[src/rtl/lfo_ctrl_if.sv]
// Handshake and settings bundle between lfo_ctrl (master) and the LFO sample engine (slave).
interface lfo_ctrl_if;
    logic       fifoUpdate;
    logic       lfoReset;
    logic       newValFlag;
    logic [3:0] lfoFreq;
    logic [3:0] lfoScale;

    modport master (
        output fifoUpdate, lfoReset, lfoFreq, lfoScale,
        input  newValFlag
    );

    modport slave (
        input  fifoUpdate, lfoReset, lfoFreq, lfoScale,
        output newValFlag
    );
endinterface

[src/rtl/lfo_ctrl.sv]
// LFO sequencer: sample-rate strobe, acknowledge timeout and sample-boundary parameter updates.
// Define LFO_CTRL_GLIDE_EN to step lfoFreq/lfoScale toward their targets instead of loading them.
module lfo_ctrl #(
    parameter int unsigned TICK_DIV    = 136,
    parameter int unsigned GLIDE_TICKS = 64,
    parameter int unsigned ACK_TIMEOUT = 8
) (
    input  logic       clk,
    input  logic       resetN,
    input  logic       enable,
    input  logic [3:0] freqTarget,
    input  logic [3:0] scaleTarget,
    input  logic       clrErr,
    output logic       busy,
    output logic       ackErr,
    output logic       sampleValid,
    lfo_ctrl_if.master lfo
);
    localparam int unsigned TW = $clog2(TICK_DIV);
    localparam int unsigned AW = $clog2(ACK_TIMEOUT + 1);
    localparam logic [TW-1:0] TICK_LAST = TW'(TICK_DIV - 1);
    localparam logic [AW-1:0] ACK_LAST  = AW'(ACK_TIMEOUT - 1);

    typedef enum logic [1:0] {IDLE, INIT, RUN, WAIT_ACK} state_t;

    state_t          state_q, state_d;
    logic [1:0]      init_cnt_q, init_cnt_d;
    logic [TW-1:0]   tick_q, tick_d;
    logic [AW-1:0]   ack_tmr_q, ack_tmr_d;
    logic [3:0]      freq_q, freq_d, scale_q, scale_d;
    logic            ack_err_q, ack_err_d;
    logic            valid_q, valid_d;
    logic            en_meta_q, en_meta_d, en_sync_q, en_sync_d;
    logic [3:0]      ft_meta_q, ft_meta_d, ft_sync_q, ft_sync_d;
    logic [3:0]      st_meta_q, st_meta_d, st_sync_q, st_sync_d;
    logic            strobe, sample_done, err_set;
    logic [TW-1:0]   tick_next;

`ifdef LFO_CTRL_GLIDE_EN
    localparam int unsigned GW = $clog2(GLIDE_TICKS + 1);
    localparam logic [GW-1:0] GLIDE_LAST = GW'(GLIDE_TICKS - 1);
    logic [GW-1:0] glide_q, glide_d;

    function automatic logic [3:0] step_toward(input logic [3:0] cur, input logic [3:0] tgt);
        if (cur < tgt)      return cur + 4'd1;
        else if (cur > tgt) return cur - 4'd1;
        else                return cur;
    endfunction
`endif

    assign tick_next = (tick_q == TICK_LAST) ? '0 : tick_q + TW'(1);
    assign strobe    = (state_q == RUN) && en_sync_q && (tick_q == TICK_LAST);

    always_comb begin
        state_d     = state_q;
        init_cnt_d  = init_cnt_q;
        tick_d      = tick_q;
        ack_tmr_d   = ack_tmr_q;
        freq_d      = freq_q;
        scale_d     = scale_q;
        valid_d     = 1'b0;
        sample_done = 1'b0;
        err_set     = 1'b0;
        en_meta_d   = enable;
        en_sync_d   = en_meta_q;
        ft_meta_d   = freqTarget;
        ft_sync_d   = ft_meta_q;
        st_meta_d   = scaleTarget;
        st_sync_d   = st_meta_q;
`ifdef LFO_CTRL_GLIDE_EN
        glide_d     = glide_q;
`endif

        unique case (state_q)
            IDLE: begin
                tick_d     = '0;
                init_cnt_d = '0;
                if (en_sync_q) state_d = INIT;
            end
            INIT: begin
                tick_d     = '0;
                init_cnt_d = init_cnt_q + 2'd1;
                if (init_cnt_q == 2'd0) begin
                    freq_d  = ft_sync_q;
                    scale_d = st_sync_q;
                end
                if (init_cnt_q == 2'd3) state_d = RUN;
            end
            RUN: begin
                tick_d = tick_next;
                if (!en_sync_q) begin
                    state_d = IDLE;
                    tick_d  = '0;
                end else if (strobe) begin
                    state_d   = WAIT_ACK;
                    ack_tmr_d = '0;
                end
            end
            WAIT_ACK: begin
                tick_d    = tick_next;
                ack_tmr_d = ack_tmr_q + AW'(1);
                if (lfo.newValFlag) begin
                    valid_d     = 1'b1;
                    sample_done = 1'b1;
                end else if (ack_tmr_q == ACK_LAST) begin
                    err_set     = 1'b1;
                    sample_done = 1'b1;
                end
                // A disable seen here only takes effect once the pending sample resolves.
                if (sample_done) begin
                    state_d = en_sync_q ? RUN : IDLE;
                    if (!en_sync_q) tick_d = '0;
                end
            end
            default: state_d = IDLE;
        endcase

`ifdef LFO_CTRL_GLIDE_EN
        // Glide counter rests at 0 while settled so each new target gets a full interval per step.
        if (freq_q == ft_sync_q && scale_q == st_sync_q) begin
            glide_d = '0;
        end else if (sample_done) begin
            if (glide_q == GLIDE_LAST) begin
                glide_d = '0;
                freq_d  = step_toward(freq_q, ft_sync_q);
                scale_d = step_toward(scale_q, st_sync_q);
            end else begin
                glide_d = glide_q + GW'(1);
            end
        end
`else
        if (sample_done) begin
            freq_d  = ft_sync_q;
            scale_d = st_sync_q;
        end
`endif

        ack_err_d = err_set | (ack_err_q & ~clrErr);
    end

    always_ff @(posedge clk or negedge resetN) begin
        if (!resetN) begin
            state_q    <= IDLE;
            init_cnt_q <= '0;
            tick_q     <= '0;
            ack_tmr_q  <= '0;
            freq_q     <= '0;
            scale_q    <= '0;
            ack_err_q  <= 1'b0;
            valid_q    <= 1'b0;
            en_meta_q  <= 1'b0;
            en_sync_q  <= 1'b0;
            ft_meta_q  <= '0;
            ft_sync_q  <= '0;
            st_meta_q  <= '0;
            st_sync_q  <= '0;
`ifdef LFO_CTRL_GLIDE_EN
            glide_q    <= '0;
`endif
        end else begin
            state_q    <= state_d;
            init_cnt_q <= init_cnt_d;
            tick_q     <= tick_d;
            ack_tmr_q  <= ack_tmr_d;
            freq_q     <= freq_d;
            scale_q    <= scale_d;
            ack_err_q  <= ack_err_d;
            valid_q    <= valid_d;
            en_meta_q  <= en_meta_d;
            en_sync_q  <= en_sync_d;
            ft_meta_q  <= ft_meta_d;
            ft_sync_q  <= ft_sync_d;
            st_meta_q  <= st_meta_d;
            st_sync_q  <= st_sync_d;
`ifdef LFO_CTRL_GLIDE_EN
            glide_q    <= glide_d;
`endif
        end
    end

    assign lfo.fifoUpdate = strobe;
    assign lfo.lfoReset   = !((state_q == RUN) || (state_q == WAIT_ACK));
    assign lfo.lfoFreq    = freq_q;
    assign lfo.lfoScale   = scale_q;
    assign ackErr         = ack_err_q;
    assign sampleValid    = valid_q;
`ifdef LFO_CTRL_GLIDE_EN
    assign busy = (freq_q != ft_sync_q) || (scale_q != st_sync_q);
`else
    assign busy = 1'b0;
`endif
endmodule

[src/flat_wrapper.sv]
// flat-port wrapper written by rule: the top's interface ports become plain ports
module lfo_ctrl_flat 
#(
    parameter int unsigned TICK_DIV    = 136,
    parameter int unsigned GLIDE_TICKS = 64,
    parameter int unsigned ACK_TIMEOUT = 8
)
  (clk, resetN, enable, freqTarget, scaleTarget, clrErr, busy, ackErr, sampleValid, lfo_fifoUpdate, lfo_lfoReset, lfo_lfoFreq, lfo_lfoScale, lfo_newValFlag);
  lfo_ctrl_if lfo_i ();
  input  logic clk;
  input  logic resetN;
  input  logic enable;
  input  logic [3:0] freqTarget;
  input  logic [3:0] scaleTarget;
  input  logic clrErr;
  output logic busy;
  output logic ackErr;
  output logic sampleValid;
  output wire logic [$bits(lfo_i.fifoUpdate)-1:0] lfo_fifoUpdate;
  output wire logic [$bits(lfo_i.lfoReset)-1:0] lfo_lfoReset;
  output wire logic [$bits(lfo_i.lfoFreq)-1:0] lfo_lfoFreq;
  output wire logic [$bits(lfo_i.lfoScale)-1:0] lfo_lfoScale;
  input wire logic [$bits(lfo_i.newValFlag)-1:0] lfo_newValFlag;
  assign lfo_fifoUpdate = lfo_i.fifoUpdate;
  assign lfo_lfoReset = lfo_i.lfoReset;
  assign lfo_lfoFreq = lfo_i.lfoFreq;
  assign lfo_lfoScale = lfo_i.lfoScale;
  assign lfo_i.newValFlag = lfo_newValFlag;
  lfo_ctrl #(.TICK_DIV(TICK_DIV), .GLIDE_TICKS(GLIDE_TICKS), .ACK_TIMEOUT(ACK_TIMEOUT)) u_core (.clk(clk), .resetN(resetN), .enable(enable), .freqTarget(freqTarget), .scaleTarget(scaleTarget), .clrErr(clrErr), .busy(busy), .ackErr(ackErr), .sampleValid(sampleValid), .lfo(lfo_i));
endmodule
[config.mk]
export PLATFORM = sky130hd
export DESIGN_NAME = lfo_ctrl_flat
export DESIGN_NICKNAME = d
export VERILOG_FILES = /design/src/rtl/lfo_ctrl_if.sv /design/src/rtl/lfo_ctrl.sv /design/src/flat_wrapper.sv
export SDC_FILE = /design/constraint.sdc
export NUM_CORES = 1
export LEC_CHECK = 0
export ABC_AREA = 1
export BUFFER_PORTS_ARGS = -buffer_cell sky130_fd_sc_hd__buf_4
export CAP_MARGIN = 0
export CORE_MARGIN = 5
export CORE_UTILIZATION = 45
export DETAILED_ROUTE_END_ITERATION = 8
export GPL_TIMING_DRIVEN = 0
export PLACE_DENSITY_LB_ADDON = 0.15
export SLEW_MARGIN = 0
export SYNTH_ARGS = -nofsm -noshare
export SYNTH_HDL_FRONTEND = slang
export SYNTH_SLANG_ARGS = --single-unit
[constraint.sdc]
create_clock -name clk -period 3.1 [get_ports clk]
set_input_delay 0.62 -clock clk [delete_from_list [all_inputs] [get_ports clk]]
set_output_delay 0.62 -clock clk [all_outputs]
set_load 0.005 [all_outputs]
=== After elaboration in Yosys (flattened, before gate mapping) ===
Cells that the tools add are included.

* Register bits after elaboration: 44
* Output and inout port bits: 13
* Input bits: 13
* Word-level logic and storage cells: 75

* Bitwise logic cells: 3
* Reduce and logical (&&, ||, !) cells: 14
* Add/sub/neg operators: 3
* Eq/ne operators: 12
* Mux-type cells: 29

{| class="wikitable"
|+ Operator list
! operator !! number
|-
| 4-bit two-way mux || 8
|-
| 8-bit two-way mux || 3
|-
| 8-bit one-hot mux with 3 select lines || 1
|-
| 2-bit two-way mux || 6
|-
| 8-bit by 1-bit adder with 8-bit output (second input constant) || 1
|-
| 8-bit == test (second input constant) || 1
|-
| 1-bit two-way mux || 8
|-
| 2-bit one-hot mux with 4 select lines || 1
|-
| 4-bit one-hot mux with 2 select lines || 1
|-
| 2-bit nonzero test || 4
|-
| 2-bit == test (second input constant) || 3
|-
| 2-bit by 1-bit != test with 1-bit output (second input constant) || 3
|-
| 4-bit by 1-bit adder with 4-bit output (second input constant) || 1
|-
| 4-bit by 3-bit == test with 1-bit output (second input constant) || 1
|-
| 2-bit logical NOT || 2
|-
| 2-bit != test (second input constant) || 2
|-
| 2-bit one-hot mux with 2 select lines || 1
|-
| 4-bit AND reduction || 1
|-
| 3-bit != test (second input constant) || 1
|-
| 3-bit AND reduction || 1
|-
| 2-bit by 1-bit adder with 2-bit output (second input constant) || 1
|-
| 2-bit by 1-bit == test with 1-bit output (second input constant) || 1
|-
| 1-bit logical AND || 2
|-
| 2-bit AND reduction || 1
|-
| other kinds (6) || 6
|}

=== Depth between registers and ports, before layout ===
Gate-level depths: netlist of run 1.

* Depth in word-level cells: 7
* Gate-level depth with buffers: 9
* Depth with buffers taken out: 8

=== Worst setup path after synthesis of run 1 ===
OpenSTA, ideal clock, no wires.

* Kind: reg2out
* From: register u_core.tick_q[0]
* To: output lfo_fifoUpdate
* Stages on the path, launching flop included: 6
* Path slack: 1495 ps
* Required time: 2480 ps
* Buffers on the path: 0
* Arrival time: 985 ps
* Cell sequence: dfrtp_1 -> ha_1 -> nand2_1 -> nor2_1 -> nand3_1 -> nor2_1

* Word-level cells in the longest chain between the ends: 2

{| class="wikitable"
|+ Ends and longest elaborated chain
! element !! line !! RTL
|-
| from (decl) || lfo_ctrl.sv:28 || <nowiki>logic [TW-1:0] tick_q, tick_d;</nowiki>
|-
| from (signal assigned) || lfo_ctrl.sv:163 || <nowiki>tick_q <= tick_d;</nowiki>
|-
| 8-bit == test || lfo_ctrl.sv:52 || <nowiki>assign strobe = (state_q == RUN) && en_sync_q && (tick_q == TICK_LAST);</nowiki>
|-
| 1-bit logical AND || lfo_ctrl.sv:52 ||
|-
| to (decl) || flat_wrapper.sv:19 || <nowiki>output wire logic [$bits(lfo_i.fifoUpdate)-1:0] lfo_fifoUpdate;</nowiki>
|}

Every way passes these cells.

=== Worst setup path in the final report of run 1 ===
Same ends and word-level chain as after synthesis.

==> results of run 1 <==
layout by cell type, fill, tap and decap left out, drive strengths merged, types with 4 or more instances in the layout:
| master | n |
|---|---|
| inv | 19 |
| o21ai | 7 |
| clkbuf | 5 |
| buf | 27 |
| dfrtp | 44 |
| nand3 | 25 |
| a21oi | 5 |
| ha | 4 |
| nand2 | 50 |
| nor2 | 17 |
area by class of cell:
type                    instances  area share (%)
plain buffers                   3            1.40
well taps                      50            2.91
multi-input cells             116            28.6
inverters                      19            3.67
clock inverters                 2           0.582
clock buffers                   5            3.20
repair buffers                 24            8.39
flip-flops and latches         44            51.3
layer usage:
layer	global-route usage [%]	vias to the layer above	part of all wire, %
met2	21.3	29	47
met3	4.92	6	5.6
li1	-	640	-
met4	5.43	0	1.6
met5	0	-	0
met1	18.7	600	46
cell families after synthesis:
| kind of cell | after synthesis | synth area share, % |
|---|---|---|
| XOR/XNOR | 2 | 0.960 |
| buffers and inverters | 22 | 5.97 |
| other | 1 | 0.206 |
| adder cells (fa/ha/maj) | 4 | 2.74 |
| AO/OA/AOI/OAI | 15 | 4.53 |
| AND/OR/NAND/NOR | 94 | 25.2 |
| flip-flops | 44 | 60.4 |
final timing paths:
check                           slack (ps)                           from  cells past startpoint                                to
worst max register to register        1740     u_core.tick_q[0]$_DFF_PN0_                      6   u_core.ack_tmr_q[0]$_DFFE_PN0P_
max in group asynchronous             2410                         resetN                      1     u_core.st_sync_q[1]$_DFF_PN0_
worst min register to register         350  u_core.st_meta_q[0]$_DFF_PN0_                      0     u_core.st_sync_q[0]$_DFF_PN0_
min in group clk                       350  u_core.st_meta_q[0]$_DFF_PN0_                      0     u_core.st_sync_q[0]$_DFF_PN0_
worst min-delay path                   310                         resetN                      1  u_core.init_cnt_q[1]$_DFFE_PN0P_
worst max-delay path                   870     u_core.tick_q[0]$_DFF_PN0_                      6                    lfo_fifoUpdate
metrics by stage:
step / power [uW] / setup WS [ps] / hold slack [ps]
floorplan: 1200 / 1490 / 324
global placement: 1390 / 1240 / 332
detailed placement: 1420 / 1200 / 335
CTS: 1760 / 866 / 322
global route: 1880 / 711 / 340
finish: 1740 / 873 / 311
flip-flops by register name, summed over array words and instances (netlist names), 2 cells and up:
| register | cells |
|---|---|
| u_core.lfo.lfoFreq | 4 |
| u_core.st_meta_q | 4 |
| u_core.ft_meta_q | 4 |
| u_core.tick_q | 8 |
| u_core.init_cnt_q | 2 |
| u_core.st_sync_q | 4 |
| u_core.ack_tmr_q | 4 |
| u_core.lfo.lfoScale | 4 |
| u_core.state_q | 2 |
| u_core.ft_sync_q | 4 |
where the power goes:
part           leakage (uW)  switching [uW]  internal (uW)
logic              0.000501             356            263
registers          0.000548            84.2            696
clock network     0.0000400             185            152
total               0.00109             625           1110
synth_stat cells:
| master | instances | area, sq um |
|---|---|---|
| nor2_1 | 14 | 52.6 |
| o22ai_1 | 1 | 6.26 |
| o21ai_0 | 7 | 35.0 |
| inv_4 | 1 | 6.26 |
| a21oi_2 | 1 | 8.76 |
| inv_6 | 1 | 8.76 |
| inv_1 | 15 | 56.3 |
| nand2_8 | 1 | 20.0 |
| dfrtp_1 | 44 | 1100 |
| nand3_2 | 2 | 20.0 |
| a21oi_1 | 4 | 20.0 |
| nand4_1 | 2 | 12.5 |
| buf_4 | 1 | 7.51 |
| nand2_1 | 42 | 158 |
| conb_1 | 1 | 3.75 |
| nand2_4 | 4 | 45.0 |
| ha_1 | 4 | 50.1 |
| nor2_2 | 3 | 18.8 |
| a31oi_1 | 2 | 12.5 |
| xor2_1 | 2 | 17.5 |
| inv_2 | 2 | 7.51 |
| nand3_1 | 23 | 115 |
| buf_6 | 2 | 22.5 |
| nand2_2 | 3 | 18.8 |
worst max-delay path, delay by kind of cell (launching register included):
| family | cells | cell delay, ps |
|---|---|---|
| and+or+nand+nor | 4 | 600 |
| DFF | 1 | 370 |
| buffers and inverters | 1 | 120 |
| adders and majority gates | 1 | 220 |
==> results.yml, run 1 <==
status:
  status: "finished clean"
final_layout:
  synthToLayoutAreaGrowth_pct: 17.8
  finalInstanceArea_sq_um: 2150
  drive_gt1_share_pct: 24.4
  fin_util_pct: 54.1
  fillers: 368
  multiInputGateArea_sq_um: 614
  num_antenna_cells: 0
  fin_cells: 263
  register_area_sq_um: 1100
  fin_nets: 230
clock_network:
  cts_tree: "done"
  h-tree-depth: 2
  numCtsBuffers: 5
  clk_path_buf_depth: 2
  cts_sinks: 44
  cts-root-buf: "clkbuf_8"
  hold_buffers: 0
  ctsResizeCount: 0
  post-cts-setup-buffer-count: 0
  clk_pin_slew_ps: 80
  clk_latency_ps: 290
worst_setup_path:
  max_stage_delay_ps: 370
  critPathLaunchType: "flip-flop"
  path_class: "flip-flop to output port"
  path_cells: "ha_1 > nand2_1 > nor2_1 > nand3_1 > nor2_1 > buf_4"
  cpMostUsedCell: "nor2_1"
  worstPathRequired_ps: 2480
  cp_slowest_cell: "dfrtp_1"
  critPathMaxFanout: 5
  arrival_ps: 1610
  end_kind: "output port"
power:
  leakagePower_uw: 0.00109
  p_per_area_nw_per_um2: 808
  ir_worst_vdd_mv: 0.363
routing:
  drc: 0
  ant_nets: 0
  num_vias: 1275
  first_pass_iters: 4
  routed_wl_microns: 3290
  viasPerCell: 4.85
  post_drt_wl_per_cell_microns: 12.5
  drt_iter0_markers: 109
synthesis:
  ys_ff_latch: 44
  synthDistinctLibCells: 24
  synthCells: 182
  yosys_warnings: 0
  syn_area_sq_um: 1820
  syn-num-nets: 199
  syn-mean-instance-area_sq_um: 10.0
  ys_seq_area_share_pct: 60.4
sta:
  setup_viol: 0
  fmax_mhz: 449
  worstMarginPinSlew_ps: 550
  final.setup_skew_ps: 7.55
  maxSlewViolCount: 0
  period_share_pct: 71.8
  hold_viol_final: 0
  period_needed_ps: 2230
  setup_tns_ps: 0
  slew_headroom_pct: 63.3
  rsz0062_at_grt: "no"
placed_design:
  io_buffer_count: 24
  place_area_sq_um: 2070
  placedCellCount: 256
  hpwl_microns: 2340
  gp_congestion: 0.803
global_routing:
  grt_overflow: 0
  grt_pass1_vias: 1254
  grt_max_degree: 45
  antenna_found_initial: 0
  grt_pass1_wl_microns: 5820
  grt_usage_pct: 14.1
min_path:
  hp-class: "primary input to asynchronous set/reset pin"
die:
  coreArea_sq_um: 3970
  start_util_pct: 45.9
  die_w_microns: 73.7
  die_h_microns: 73.7
  dieArea_sq_um: 5430
  ios: 26
  num_rows: 23
job:
  drv_cap: 0
(Power assumes the default switching activity.)
==> inputs of run 2 (changes only) <==
==> constraint.sdc (replaced) <==
create_clock -name clk -period 2.1 [get_ports clk]
set_input_delay 0.42 -clock clk [delete_from_list [all_inputs] [get_ports clk]]
set_output_delay 0.42 -clock clk [all_outputs]
set_load 0.005 [all_outputs]
==> run 2 against run 1 <==
Wire length decreased by 0.15%. Critical path depth is the same. Combinational power grew 48%. Cell count is the same. Core utilization is 0.19 points higher. Flip-flop and latch count stayed put. First-iteration DRC count is 0.92% higher. Clock-buffer cell count is the same. Clock skew increased by 0.58 ps. Setup slack got worse by 710 ps. Hold slack worse by 200 ps. Sequential power grew 47%. Critical endpoint unchanged.
==> results.yml, run 2 (synthesis gave the netlist of run 1 again) <==
status:
  status: "finished clean"
power:
  p_total_uw: 2570
  p_per_area_nw_per_um2: 1190
  ir_worst_vdd_mv: 0.536
  leakagePower_uw: 0.00109
sta:
  setup_tns_ps: 0
  holdWs_ps: 112
  worstMarginPinSlew_ps: 550
  period_share_pct: 92.3
  setup_viol: 0
  rsz0062_at_grt: "no"
  final.setup_skew_ps: 8.13
  slew_headroom_pct: 63.3
  hold_viol_final: 0
  fmax_mhz: 516
  period_needed_ps: 1940
  maxSlewViolCount: 0
final_layout:
  fin_cells: 263
  mostFrequentLayoutCell: "dfrtp_1"
  fin_nets: 230
  layout_common_cells: "44 x dfrtp_1, 42 x nand2_1, 25 x buf_4"
  drive_gt1_share_pct: 25.4
  num_antenna_cells: 0
  largest_register_ffs: 8
  largest-register: "u_core.tick_q"
  synthToLayoutAreaGrowth_pct: 18.2
  fin_util_pct: 54.3
worst_setup_path:
  critPathMaxFanout: 5
  critical_path.top_delay_family: "simple AND/OR/NAND/NOR gates"
  max_stage_delay_ps: 370
  worstPathRequired_ps: 1680
  cpMostUsedCell: "nor2_1"
  critPathLaunchType: "flip-flop"
  arrival_ps: 1520
  path_cells: "ha_2 > nand2_1 > nor2_1 > nand3_2 > nor2_1 > buf_4"
  end_kind: "output port"
  cp_slowest_cell: "dfrtp_1"
  critPathBufInv: 1
  path_class: "flip-flop to output port"
clock_network:
  cts_sinks: 44
  cts_tree: "done"
  h-tree-depth: 2
  post-cts-setup-buffer-count: 0
  clk_pin_slew_ps: 80
  hold_buffers: 0
  numCtsBuffers: 5
  clk_latency_ps: 290
  cts-root-buf: "clkbuf_8"
  clk_path_buf_depth: 2
global_routing:
  antenna_found_initial: 0
  grt_pass1_wl_microns: 5820
  grt_overflow: 0
  grt_usage_pct: 14.1
  grt_max_degree: 45
  grt_pass1_vias: 1254
placed_design:
  placedCellCount: 256
  io_buffer_count: 24
  gp_congestion: 0.803
  hpwl_microns: 2340
routing:
  num_vias: 1285
  ant_nets: 0
  post_drt_wl_per_cell_microns: 12.5
  routed_wl_microns: 3290
  drc: 0
  viasPerCell: 4.89
  first_pass_iters: 4
  drt_iter0_markers: 110
min_path:
  hp-class: "primary input to asynchronous set/reset pin"
job:
  drv_cap: 0
die:
  die_h_microns: 73.7
  ios: 26
  coreArea_sq_um: 3970
  die_w_microns: 73.7
  start_util_pct: 45.9
  num_rows: 23
  dieArea_sq_um: 5430
[run 2: changes by cell type in the layout (fill, tap and decap cells not counted)]
cell / delta
ha_1: -1
ha_2: +1
nand3_1: -1
nand3_2: +1
[run 2: where the power goes]
part	switching [uW]	internal [uW]
registers	124	1030
clock network	273	225
logic	526	390
[run 2: metrics by stage]
step | setup slack (ps) | instance area [sq um]
global placement | 440 | 2070
detailed placement | 397 | 2070
floorplan | 695 | 1820
global route | 7.49 | 2160
CTS | 65.8 | 2150
finish | 161 | 2160
[run 2: layout make-up]
cell class	instances	area, sq um
repair buffers	24	180
well taps	50	62.6
fillers	368	1820
flip-flops and latches	44	1100
plain buffers	3	30.0
clock inverters	2	12.5
inverters	19	78.8
clock buffers	5	68.8
multi-input cells	116	622
[run 2: what timing repair did]
| item | CTS | global route |
|---|---|---|
| resized for setup | 0 | 2 |
| endpoints found under the setup margin | 0 | 1 |
| endpoints found under the hold margin | 0 | 0 |
[run 2: per-layer routing]
metal  share of wire [%]  track usage [%]
met5                   0                0
met2                  47             21.3
met4                 1.6             5.43
met3                 6.8             4.92
met1                  45             18.7
[run 2: worst paths after layout]
check | startpoint | end | slack (ps) | cells after the start
min | resetN | u_core.init_cnt_q[1]$_DFFE_PN0P_ | 110 | 1
max | u_core.tick_q[0]$_DFF_PN0_ | lfo_fifoUpdate | 160 | 6
min in group clk | freqTarget[3] | u_core.ft_meta_q[3]$_DFF_PN0_ | 230 | 1
max reg2reg | u_core.tick_q[0]$_DFF_PN0_ | u_core.state_q[1]$_DFFE_PN0P_ | 730 | 8
min reg2reg | u_core.st_meta_q[0]$_DFF_PN0_ | u_core.st_sync_q[0]$_DFF_PN0_ | 350 | 0
max in group asynchronous | resetN | u_core.st_sync_q[1]$_DFF_PN0_ | 1610 | 1
